### src/rtl/wishbone_interconnect_1xn_pkg.sv
// wishbone_interconnect_1xn_pkg: shared bus FSM encodings, default memory map and slave indices
package wishbone_interconnect_1xn_pkg;

    typedef enum logic [1:0] {
        ST_IDLE     = 2'd0,
        ST_ACTIVE   = 2'd1,
        ST_ERR_RESP = 2'd2
    } bus_state_t;

    localparam int SLV_ROM    = 0;
    localparam int SLV_RAM    = 1;
    localparam int SLV_PERIPH = 2;
    localparam int SLV_ACCEL  = 3;

    localparam logic [127:0] DEF_SLAVE_BASE = {32'h4000_0000, 32'h2000_0000, 32'h1000_0000, 32'h0000_0000};
    localparam logic [127:0] DEF_SLAVE_MASK = {32'hFFFF_0000, 32'hFFFF_F000, 32'hFFFF_0000, 32'hFFFF_0000};

endpackage

### src/rtl/wishbone_interconnect_1xn_decoder.sv
// wb_addr_decoder: address -> per-slave hit vector and lowest-index winning slave
module wb_addr_decoder
    import wishbone_interconnect_1xn_pkg::*;
#(
    parameter int                         NUM_SLAVES = 4,
    parameter int                         IW         = (NUM_SLAVES > 1) ? $clog2(NUM_SLAVES) : 1,
    parameter logic [32*NUM_SLAVES-1:0]   SLAVE_BASE = DEF_SLAVE_BASE,
    parameter logic [32*NUM_SLAVES-1:0]   SLAVE_MASK = DEF_SLAVE_MASK
) (
    input  logic [31:0]            i_addr,
    output logic [NUM_SLAVES-1:0]  o_hit,
    output logic [IW-1:0]          o_idx
);

    // Scanning downward lets the lowest hit overwrite any higher one on overlap.
    always_comb begin
        o_hit = '0;
        o_idx = '0;
        for (int i = NUM_SLAVES - 1; i >= 0; i--) begin
            o_hit[i] = (i_addr & SLAVE_MASK[i*32 +: 32]) == SLAVE_BASE[i*32 +: 32];
            if (o_hit[i]) o_idx = IW'(i);
        end
    end

endmodule

### src/rtl/wishbone_interconnect_1xn.sv
// wishbone_interconnect_1xn: single-master Wishbone classic router to NUM_SLAVES with decode-miss
// and timeout watchdog that answers with err and records the faulting address.
module wishbone_interconnect_1xn
    import wishbone_interconnect_1xn_pkg::*;
#(
    parameter int                         NUM_SLAVES     = 4,
    parameter logic [32*NUM_SLAVES-1:0]   SLAVE_BASE     = DEF_SLAVE_BASE,
    parameter logic [32*NUM_SLAVES-1:0]   SLAVE_MASK     = DEF_SLAVE_MASK,
    parameter int                         TIMEOUT_CYCLES = 255
) (
    input  logic                         clk,
    input  logic                         rst_n,
    input  logic [31:0]                  m_wb_addr,
    input  logic [31:0]                  m_wb_dat_i,
    output logic [31:0]                  m_wb_dat_o,
    input  logic                         m_wb_we,
    input  logic [3:0]                   m_wb_sel,
    input  logic                         m_wb_stb,
    input  logic                         m_wb_cyc,
    output logic                         m_wb_ack,
    output logic                         m_wb_err,
    output logic [31:0]                  s_wb_addr,
    output logic [31:0]                  s_wb_dat_o,
    output logic                         s_wb_we,
    output logic [3:0]                   s_wb_sel,
    output logic [NUM_SLAVES-1:0]        s_wb_stb,
    output logic [NUM_SLAVES-1:0]        s_wb_cyc,
    input  logic [32*NUM_SLAVES-1:0]     s_wb_dat_i,
    input  logic [NUM_SLAVES-1:0]        s_wb_ack,
    input  logic [NUM_SLAVES-1:0]        s_wb_err,
    output logic                         bus_err_valid,
    output logic [31:0]                  bus_err_addr
);

    localparam int IW = (NUM_SLAVES > 1) ? $clog2(NUM_SLAVES) : 1;
    localparam int TW = $clog2(TIMEOUT_CYCLES + 1);
    localparam logic [TW-1:0] TIMER_LAST = TW'(TIMEOUT_CYCLES - 1);

    bus_state_t             r_state;
    logic [IW-1:0]          r_sel;
    logic [TW-1:0]          r_timer;
    logic [31:0]            r_err_addr;

    logic [NUM_SLAVES-1:0]  w_hit;
    logic [IW-1:0]          w_idx;
    logic                   w_req;
    logic                   w_fwd;
    logic                   w_sel_ack;
    logic                   w_sel_err;

    wb_addr_decoder #(
        .NUM_SLAVES (NUM_SLAVES),
        .IW         (IW),
        .SLAVE_BASE (SLAVE_BASE),
        .SLAVE_MASK (SLAVE_MASK)
    ) u_dec (
        .i_addr (m_wb_addr),
        .o_hit  (w_hit),
        .o_idx  (w_idx)
    );

    assign w_req     = m_wb_cyc & m_wb_stb;
    // Gating on the live request makes an abort drop the slave lines in the same cycle.
    assign w_fwd     = (r_state == ST_ACTIVE) & w_req;
    assign w_sel_ack = s_wb_ack[r_sel];
    assign w_sel_err = s_wb_err[r_sel];

    assign s_wb_addr  = m_wb_addr;
    assign s_wb_dat_o = m_wb_dat_i;
    assign s_wb_we    = m_wb_we;
    assign s_wb_sel   = m_wb_sel;
    assign s_wb_stb   = w_fwd ? (NUM_SLAVES'(1) << r_sel) : '0;
    assign s_wb_cyc   = w_fwd ? (NUM_SLAVES'(1) << r_sel) : '0;

    assign m_wb_dat_o    = (r_state == ST_ACTIVE) ? s_wb_dat_i[r_sel*32 +: 32] : 32'h0;
    assign m_wb_ack      = w_fwd & w_sel_ack & ~w_sel_err;
    assign m_wb_err      = (w_fwd & w_sel_err) | (r_state == ST_ERR_RESP);
    assign bus_err_valid = r_state == ST_ERR_RESP;
    assign bus_err_addr  = r_err_addr;

    always_ff @(posedge clk or negedge rst_n) begin
        if (!rst_n) begin
            r_state    <= ST_IDLE;
            r_sel      <= '0;
            r_timer    <= '0;
            r_err_addr <= '0;
        end else begin
            case (r_state)
                ST_IDLE: begin
                    if (w_req && |w_hit) begin
                        r_state <= ST_ACTIVE;
                        r_sel   <= w_idx;
                        r_timer <= '0;
                    end else if (w_req) begin
                        r_state    <= ST_ERR_RESP;
                        r_err_addr <= m_wb_addr;
                    end
                end
                ST_ACTIVE: begin
                    if (!w_req || w_sel_ack || w_sel_err) begin
                        r_state <= ST_IDLE;
                    end else if (r_timer == TIMER_LAST) begin
                        r_state    <= ST_ERR_RESP;
                        r_err_addr <= m_wb_addr;
                    end else begin
                        r_timer <= (r_timer == '1) ? r_timer : r_timer + 1'b1;
                    end
                end
                default: r_state <= ST_IDLE;
            endcase
        end
    end

endmodule

### config.mk
export PLATFORM = sky130hd
export DESIGN_NAME = wishbone_interconnect_1xn
export DESIGN_NICKNAME = d
export VERILOG_FILES = /design/src/rtl/wishbone_interconnect_1xn_pkg.sv /design/src/rtl/wishbone_interconnect_1xn_decoder.sv /design/src/rtl/wishbone_interconnect_1xn.sv
export SDC_FILE = /design/constraint.sdc
export NUM_CORES = 1
export LEC_CHECK = 0
export CAP_MARGIN = 10
export CORE_AREA = 2 2 138 140
export DETAILED_ROUTE_END_ITERATION = 8
export DIE_AREA = 0 0 140 142
export MAX_ROUTING_LAYER = met4
export RECOVER_POWER = 50
export SYNTH_ARGS = -nofsm -noshare
export SYNTH_HDL_FRONTEND = slang
export SYNTH_SLANG_ARGS = --single-unit
### constraint.sdc
create_clock -name clk -period 4.85 [get_ports clk]
set_input_delay 1.455 -clock clk [delete_from_list [all_inputs] [get_ports clk]]
set_output_delay 1.455 -clock clk [all_outputs]
set_load 0.1 [all_outputs]
==> results.sh, run 1 <==
export IMPL_syn_nets=525
export IMPL_period_share_pct=92.6
export IMPL_nets=724
export IMPL_dp_hpwl_um=11500
export IMPL_die_area_sq_um=19900
export IMPL_synthDistinctLibCells=42
export IMPL_peakVddDrop_uv=216
export IMPL_violations="DRC, capacitance limit, slew limit"
export IMPL_maxSlewHeadroom_pct=-62.3
export IMPL_antenna_found_initial=0
export IMPL_power_leakage_nw=2.48
export IMPL_drtPass1Iterations=7
export IMPL_wl_per_cell_um=18.6
export IMPL_hold_slack_ns=0.497
export IMPL_path_max_fanout=4
export IMPL_skew_ns=0.00777
export IMPL_start_util_pct=20.0
export IMPL_cp_required_ns=3.39
export IMPL_cts_sinks=44
export IMPL_synth_area_sq_um=3700
export IMPL_whs_path_depth=1
export IMPL_placementRows=50
export IMPL_clock_latency_ns=0.29
export IMPL_critPathKind="input pin to output pin"
export IMPL_io_pins=353
export IMPL_grt_total_usage_pct=13.7
export IMPL_clk_path_buf_depth=2
export IMPL_post_place_ws_ns=0.412
export IMPL_grt_ovfl_total=0
export IMPL_syn_mean_instance_area_sq_um=11.8
export IMPL_setup_viol=0
export IMPL_numCtsBuffers=5
export IMPL_hold_end="r_timer[6]$_DFFE_PN0P_"
export IMPL_avgViaCountPerCell=4.41
export IMPL_rsz0062_at_grt="false"
export IMPL_wl_um=13900
export IMPL_die_w_um=140
export IMPL_power_density_nw_per_um2=276
export IMPL_layout_commonest_cell="clkdlybuf4s50_1"
export IMPL_synthToLayoutAreaGrowth_pct=74.4
export IMPL_dr_total_vias=3296
export IMPL_reg2reg_depth=6
export IMPL_ys_ff_latch=44
export IMPL_period_minus_slack_ns=4.49
export IMPL_crit_path_start_kind="input pin"
export IMPL_power_mw=1.78
export IMPL_r2r_setup_slack_ns=1.18
export IMPL_worst_pin_slew_ns=2.43
export IMPL_grt_pass1_vias=3492
export IMPL_synth_seq_area_share_pct=29.8
export IMPL_diodes=0
export IMPL_holdBufCountCts=0
export IMPL_drt_iter0_markers=119
export IMPL_hold_viol=0
export IMPL_hold_class="flip-flop to flip-flop"
export IMPL_status="complete, but fails checks"
export IMPL_cts_root_buf="clkbuf_16"
export IMPL_antenna_left=0
export IMPL_io_buffers=278
export IMPL_postCtsSetupRepairBufs=0
export IMPL_yosys_warnings=0
export IMPL_cp_arrival_ns=3.03
export IMPL_hp_start="r_timer[6]$_DFFE_PN0P_"
export IMPL_postSynthCellCount=314
export IMPL_r2r_start="r_sel[1]$_DFFE_PN0P_"
export IMPL_layout_common_cells="clkdlybuf4s50_1 (171), buf_4 (50), dfrtp_1 (42)"
export IMPL_post_cts_resized=0
export IMPL_slew_viol_final=45
export IMPL_placeableCoreArea_sq_um=18500
export IMPL_fmax_ghz=0.223
export IMPL_die_h_um=142
export IMPL_endpoint_kind="output pin"
export IMPL_placement_cell_area_sq_um=6330
export IMPL_maxCapViolations=1
export IMPL_setup_slack_ns=0.360
export IMPL_grt_max_degree=45
export IMPL_fin_area_sq_um=6450
export IMPL_drive_gt1_share_pct=31.3
export IMPL_htreeDepth=2
export IMPL_cts_tree="done"
export IMPL_drc_errors=25
export IMPL_reg2reg_to="bus_err_addr[14]$_DFFE_PN0P_"
export IMPL_routabilityCongestion=0.827
export IMPL_grt_pass1_wl_um=20700
export IMPL_clkTransAtPathRegs_ns=0.06
## stage by stage
stage	TNS [ns]	cells	util, %
after global routing	0	748	35.0
after CTS	0	748	35.1
after floorplan	-0.0744	314	-
final	0	748	35.0
after detailed placement	0	740	34.3
after global placement	0	740	34.3
## Yosys cell counts
master,count,area [sq um]
buf_4,73,548
dfrtp_1,44,1100
mux4_2,34,766
nor2b_1,34,213
mux2_4,29,435
o21ai_0,12,60.1
nor2_1,10,37.5
clkbuf_1,8,30.0
nand2_1,8,30.0
nand3_1,6,30.0
nor3_1,6,30.0
buf_2,4,20.0
o31ai_1,4,30.0
buf_6,3,33.8
mux2_2,3,33.8
a21o_1,2,15.0
a21oi_2,2,17.5
and3_1,2,12.5
ha_1,2,25.0
nand2b_1,2,12.5
nand4_1,2,12.5
nor3b_1,2,15.0
nor4_1,2,12.5
or3_1,2,12.5
a21oi_1,1,5.00
a2bb2oi_1,1,8.76
a2bb2oi_4,1,26.3
a31oi_1,1,6.26
a32oi_1,1,8.76
and4_1,1,8.76
buf_1,1,3.75
inv_1,1,3.75
mux2_1,1,11.3
mux2i_1,1,10.0
nand4b_1,1,8.76
nor3_2,1,10.0
o21a_1,1,7.51
o22a_1,1,8.76
o31a_1,1,8.76
o32a_1,1,10.0
o41ai_1,1,8.76
or4_4,1,11.3
## worst max path at each step
stage          slack, ns  cells after the start   startpoint          end
2_1_floorplan      -0.07                      3     m_wb_cyc  s_wb_stb[2]
3_3_place_gp        0.43                      4  s_wb_err[3]     m_wb_ack
3_5_place_dp        0.41                      4     m_wb_cyc  s_wb_stb[2]
4_1_cts             0.40                      4     m_wb_cyc  s_wb_stb[2]
5_1_grt             0.31                      4     m_wb_cyc  s_wb_stb[2]
6_report            0.36                      4     m_wb_cyc  s_wb_stb[2]
## kinds of logic after synthesis
group / Yosys count / synth area share, %
buffers and inverters: 90 / 17.3
AND/OR/NAND/NOR: 80 / 12.3
flip-flops: 44 / 29.8
adder cells (fa/ha/maj): 2 / 0.676
multiplexers: 68 / 34.0
AO/OA/AOI/OAI: 30 / 5.99
## critical path: stages
cell	delay, ns
dlygate4sd3_1	0.59
nand4b_1	0.28
nor3b_2	0.48
buf_12	0.23
## sequential cells by signal, indices dropped and copies added (netlist names)
register / count
bus_err_addr: 32
r_sel: 2
r_state: 2
r_timer: 8
## where the power goes
part	total, mW	internal (mW)	switching (mW)
Sequential	0.457	0.426	0.0318
Combinational	0.987	0.324	0.663
Clock	0.337	0.190	0.146
Total	1.78	0.940	0.841
## metal layers
metal / vias up / global-route usage (%) / wire, um
met5: - / - / 0
met4: 0 / 3.14 / 187
met3: 11 / 3.23 / 1130
met2: 199 / 23.7 / 7100
met1: 1604 / 16.5 / 5480
li1: 1482 / - / -
## area by class of cell
class | count | area [sq um]
fill | 1785 | 12000
timing repair buffer | 281 | 2940
multi-input combinational | 180 | 1970
sequential | 44 | 1100
tap | 234 | 293
clock buffer | 6 | 129
clock inverter | 2 | 12.5
inverter | 1 | 3.75
(Power assumes the default switching activity.)
==> run 2: changes to the inputs <==
Settings changed: SLEW_MARGIN set to 0.
==> results of run 2 <==
Same layout as run 1: the final DEF is identical, and so are final timing and power.
==> run 3: changes to the inputs <==
Clock period 4.85 ns to 4.7 ns, I/O delays scaled along.
==> run 3 against run 2 <==
  * Final cell count up 0.27%
  * The flow still finishes with violations (DRC, capacitance limit, slew limit)
  * Non-clock buffer count rose by 2
  * Design area up 3.9%
  * Sequential power up 4%
  * Power up 7.3%
  * Sequential share of layout area fell by 0.64 points
  * Clock power increased by 24%
==> results.sh, run 3 (synthesis gave the netlist of run 1 again) <==
export IMPL_holdBufCountCts=0
export IMPL_skew_ns=0.00981
export IMPL_cp_arrival_ns=3.03
export IMPL_die_w_um=140
export IMPL_wl_per_cell_um=18.7
export IMPL_layout_common_cells="clkdlybuf4s50_1 (172), dfrtp_1 (42), buf_12 (42)"
export IMPL_cts_tree="done"
export IMPL_dp_hpwl_um=11800
export IMPL_violations="DRC, capacitance limit, slew limit"
export IMPL_cts_root_buf="clkbuf_16"
export IMPL_hold_class="flip-flop to flip-flop"
export IMPL_drt_iter0_markers=143
export IMPL_avgViaCountPerCell=4.39
export IMPL_drive_gt1_share_pct=31.8
export IMPL_period_minus_slack_ns=4.44
export IMPL_power_mw=1.91
export IMPL_worst_pin_slew_ns=2.41
export IMPL_maxCapViolations=1
export IMPL_postCtsSetupRepairBufs=0
export IMPL_start_util_pct=20.0
export IMPL_hold_viol=0
export IMPL_antenna_left=0
export IMPL_htreeDepth=2
export IMPL_grt_total_usage_pct=13.5
export IMPL_die_area_sq_um=19900
export IMPL_clock_latency_ns=0.29
export IMPL_grt_ovfl_total=0
export IMPL_die_h_um=142
export IMPL_final_cells=750
export IMPL_nets=726
export IMPL_placed_cells=742
export IMPL_clk_path_buf_depth=2
export IMPL_antenna_found_initial=0
export IMPL_routabilityCongestion=0.801
export IMPL_wl_um=14000
export IMPL_layout_commonest_cell="clkdlybuf4s50_1"
export IMPL_fmax_ghz=0.225
export IMPL_synthToLayoutAreaGrowth_pct=81.2
export IMPL_diodes=0
export IMPL_clkTransAtPathRegs_ns=0.06
export IMPL_io_pins=353
export IMPL_drtPass1Iterations=9
export IMPL_numCtsBuffers=5
export IMPL_largest_register_ffs=32
export IMPL_maxSlewHeadroom_pct=-60.7
export IMPL_multi_input_area_sq_um=1970
export IMPL_power_leakage_nw=2.56
export IMPL_peakVddDrop_uv=265
export IMPL_rsz0062_at_grt="false"
export IMPL_grt_pass1_vias=3441
export IMPL_register_area_sq_um=1100
export IMPL_setup_viol=0
export IMPL_fill_cells=1773
export IMPL_critPathKind="input pin to output pin"
export IMPL_grt_max_degree=45
export IMPL_placeableCoreArea_sq_um=18500
export IMPL_grt_pass1_wl_um=20300
export IMPL_drc_errors=25
export IMPL_power_density_nw_per_um2=285
export IMPL_dr_total_vias=3290
export IMPL_path_max_fanout=3
export IMPL_cts_sinks=44
export IMPL_io_buffers=278
export IMPL_post_cts_resized=0
export IMPL_period_share_pct=94.4
export IMPL_crit_path_start_kind="input pin"
export IMPL_endpoint_kind="output pin"
export IMPL_slew_viol_final=45
export IMPL_cp_required_ns=3.29
export IMPL_placementRows=50
export IMPL_status="complete, but fails checks"
run 3: changes by cell type in the layout (fill, tap and decap cells not counted):
| cell | change |
|---|---|
| clkinv_4 | +1 |
| clkinv_2 | -1 |
| clkbuf_1 | -1 |
| dlygate4sd3_1 | -1 |
| buf_4 | -14 |
| bufinv_16 | +1 |
| clkdlybuf4s50_1 | +1 |
| buf_12 | +16 |
| clkinvlp_4 | -1 |
| clkbuf_8 | +1 |
run 3: area by class of cell:
class / instances / share of cell area (%)
Timing Repair Buffer: 283 / 47.0
Multi-Input combinational cell: 180 / 29.5
Sequential cell: 44 / 16.5
Tap cell: 234 / 4.37
Clock buffer: 6 / 2.07
Clock inverter: 2 / 0.579
Inverter: 1 / 0.0560
run 3: through the flow:
step                hold WS [ns]  setup slack [ns]  setup TNS (ns)  area [sq um]  util (%)
global placement           0.470             0.369               0          6550      35.5
global route               0.498             0.211               0          6700      36.3
CTS                        0.486             0.334               0          6730      36.4
finish                     0.496             0.261               0          6700      36.3
floorplan                  0.450            -0.134          -0.193          3720         -
detailed placement         0.473             0.355               0          6550      35.5
run 3: worst paths after layout:
kind	start	endpoint	slack, ns	cells after the start
worst min register to register	r_timer[6]$_DFFE_PN0P_	r_timer[6]$_DFFE_PN0P_	0.50	1
worst min-delay path	r_timer[6]$_DFFE_PN0P_	r_timer[6]$_DFFE_PN0P_	0.50	1
worst max register to register	r_sel[1]$_DFFE_PN0P_	bus_err_addr[15]$_DFFE_PN0P_	1.14	6
max in group asynchronous	rst_n	r_sel[1]$_DFFE_PN0P_	1.30	1
worst max-delay path	s_wb_err[2]	m_wb_ack	0.26	4
min in group asynchronous	rst_n	bus_err_addr[25]$_DFFE_PN0P_	1.86	1
run 3: power by group:
group / internal, mW / switching, mW / leakage, nW / total, mW
registers: 0.439 / 0.0343 / 0.538 / 0.474
clock network: 0.266 / 0.153 / 0.0871 / 0.419
logic: 0.335 / 0.683 / 1.93 / 1.02
run 3: metal layers:
metal  vias up  global-route usage [%]  share of wire [%]
li1       1482                       -                  -
met1      1593                    15.2                 38
met2       200                    24.1                 52
met3        15                    3.33                8.1
met4         0                    3.30                1.7
met5         -                       -                  0
run 3: critical path, cell delays in order:
cell and delay [ns]:
dlygate4sd3_1 0.56, mux4_2 0.58, nor3b_2 0.26, buf_12 0.21
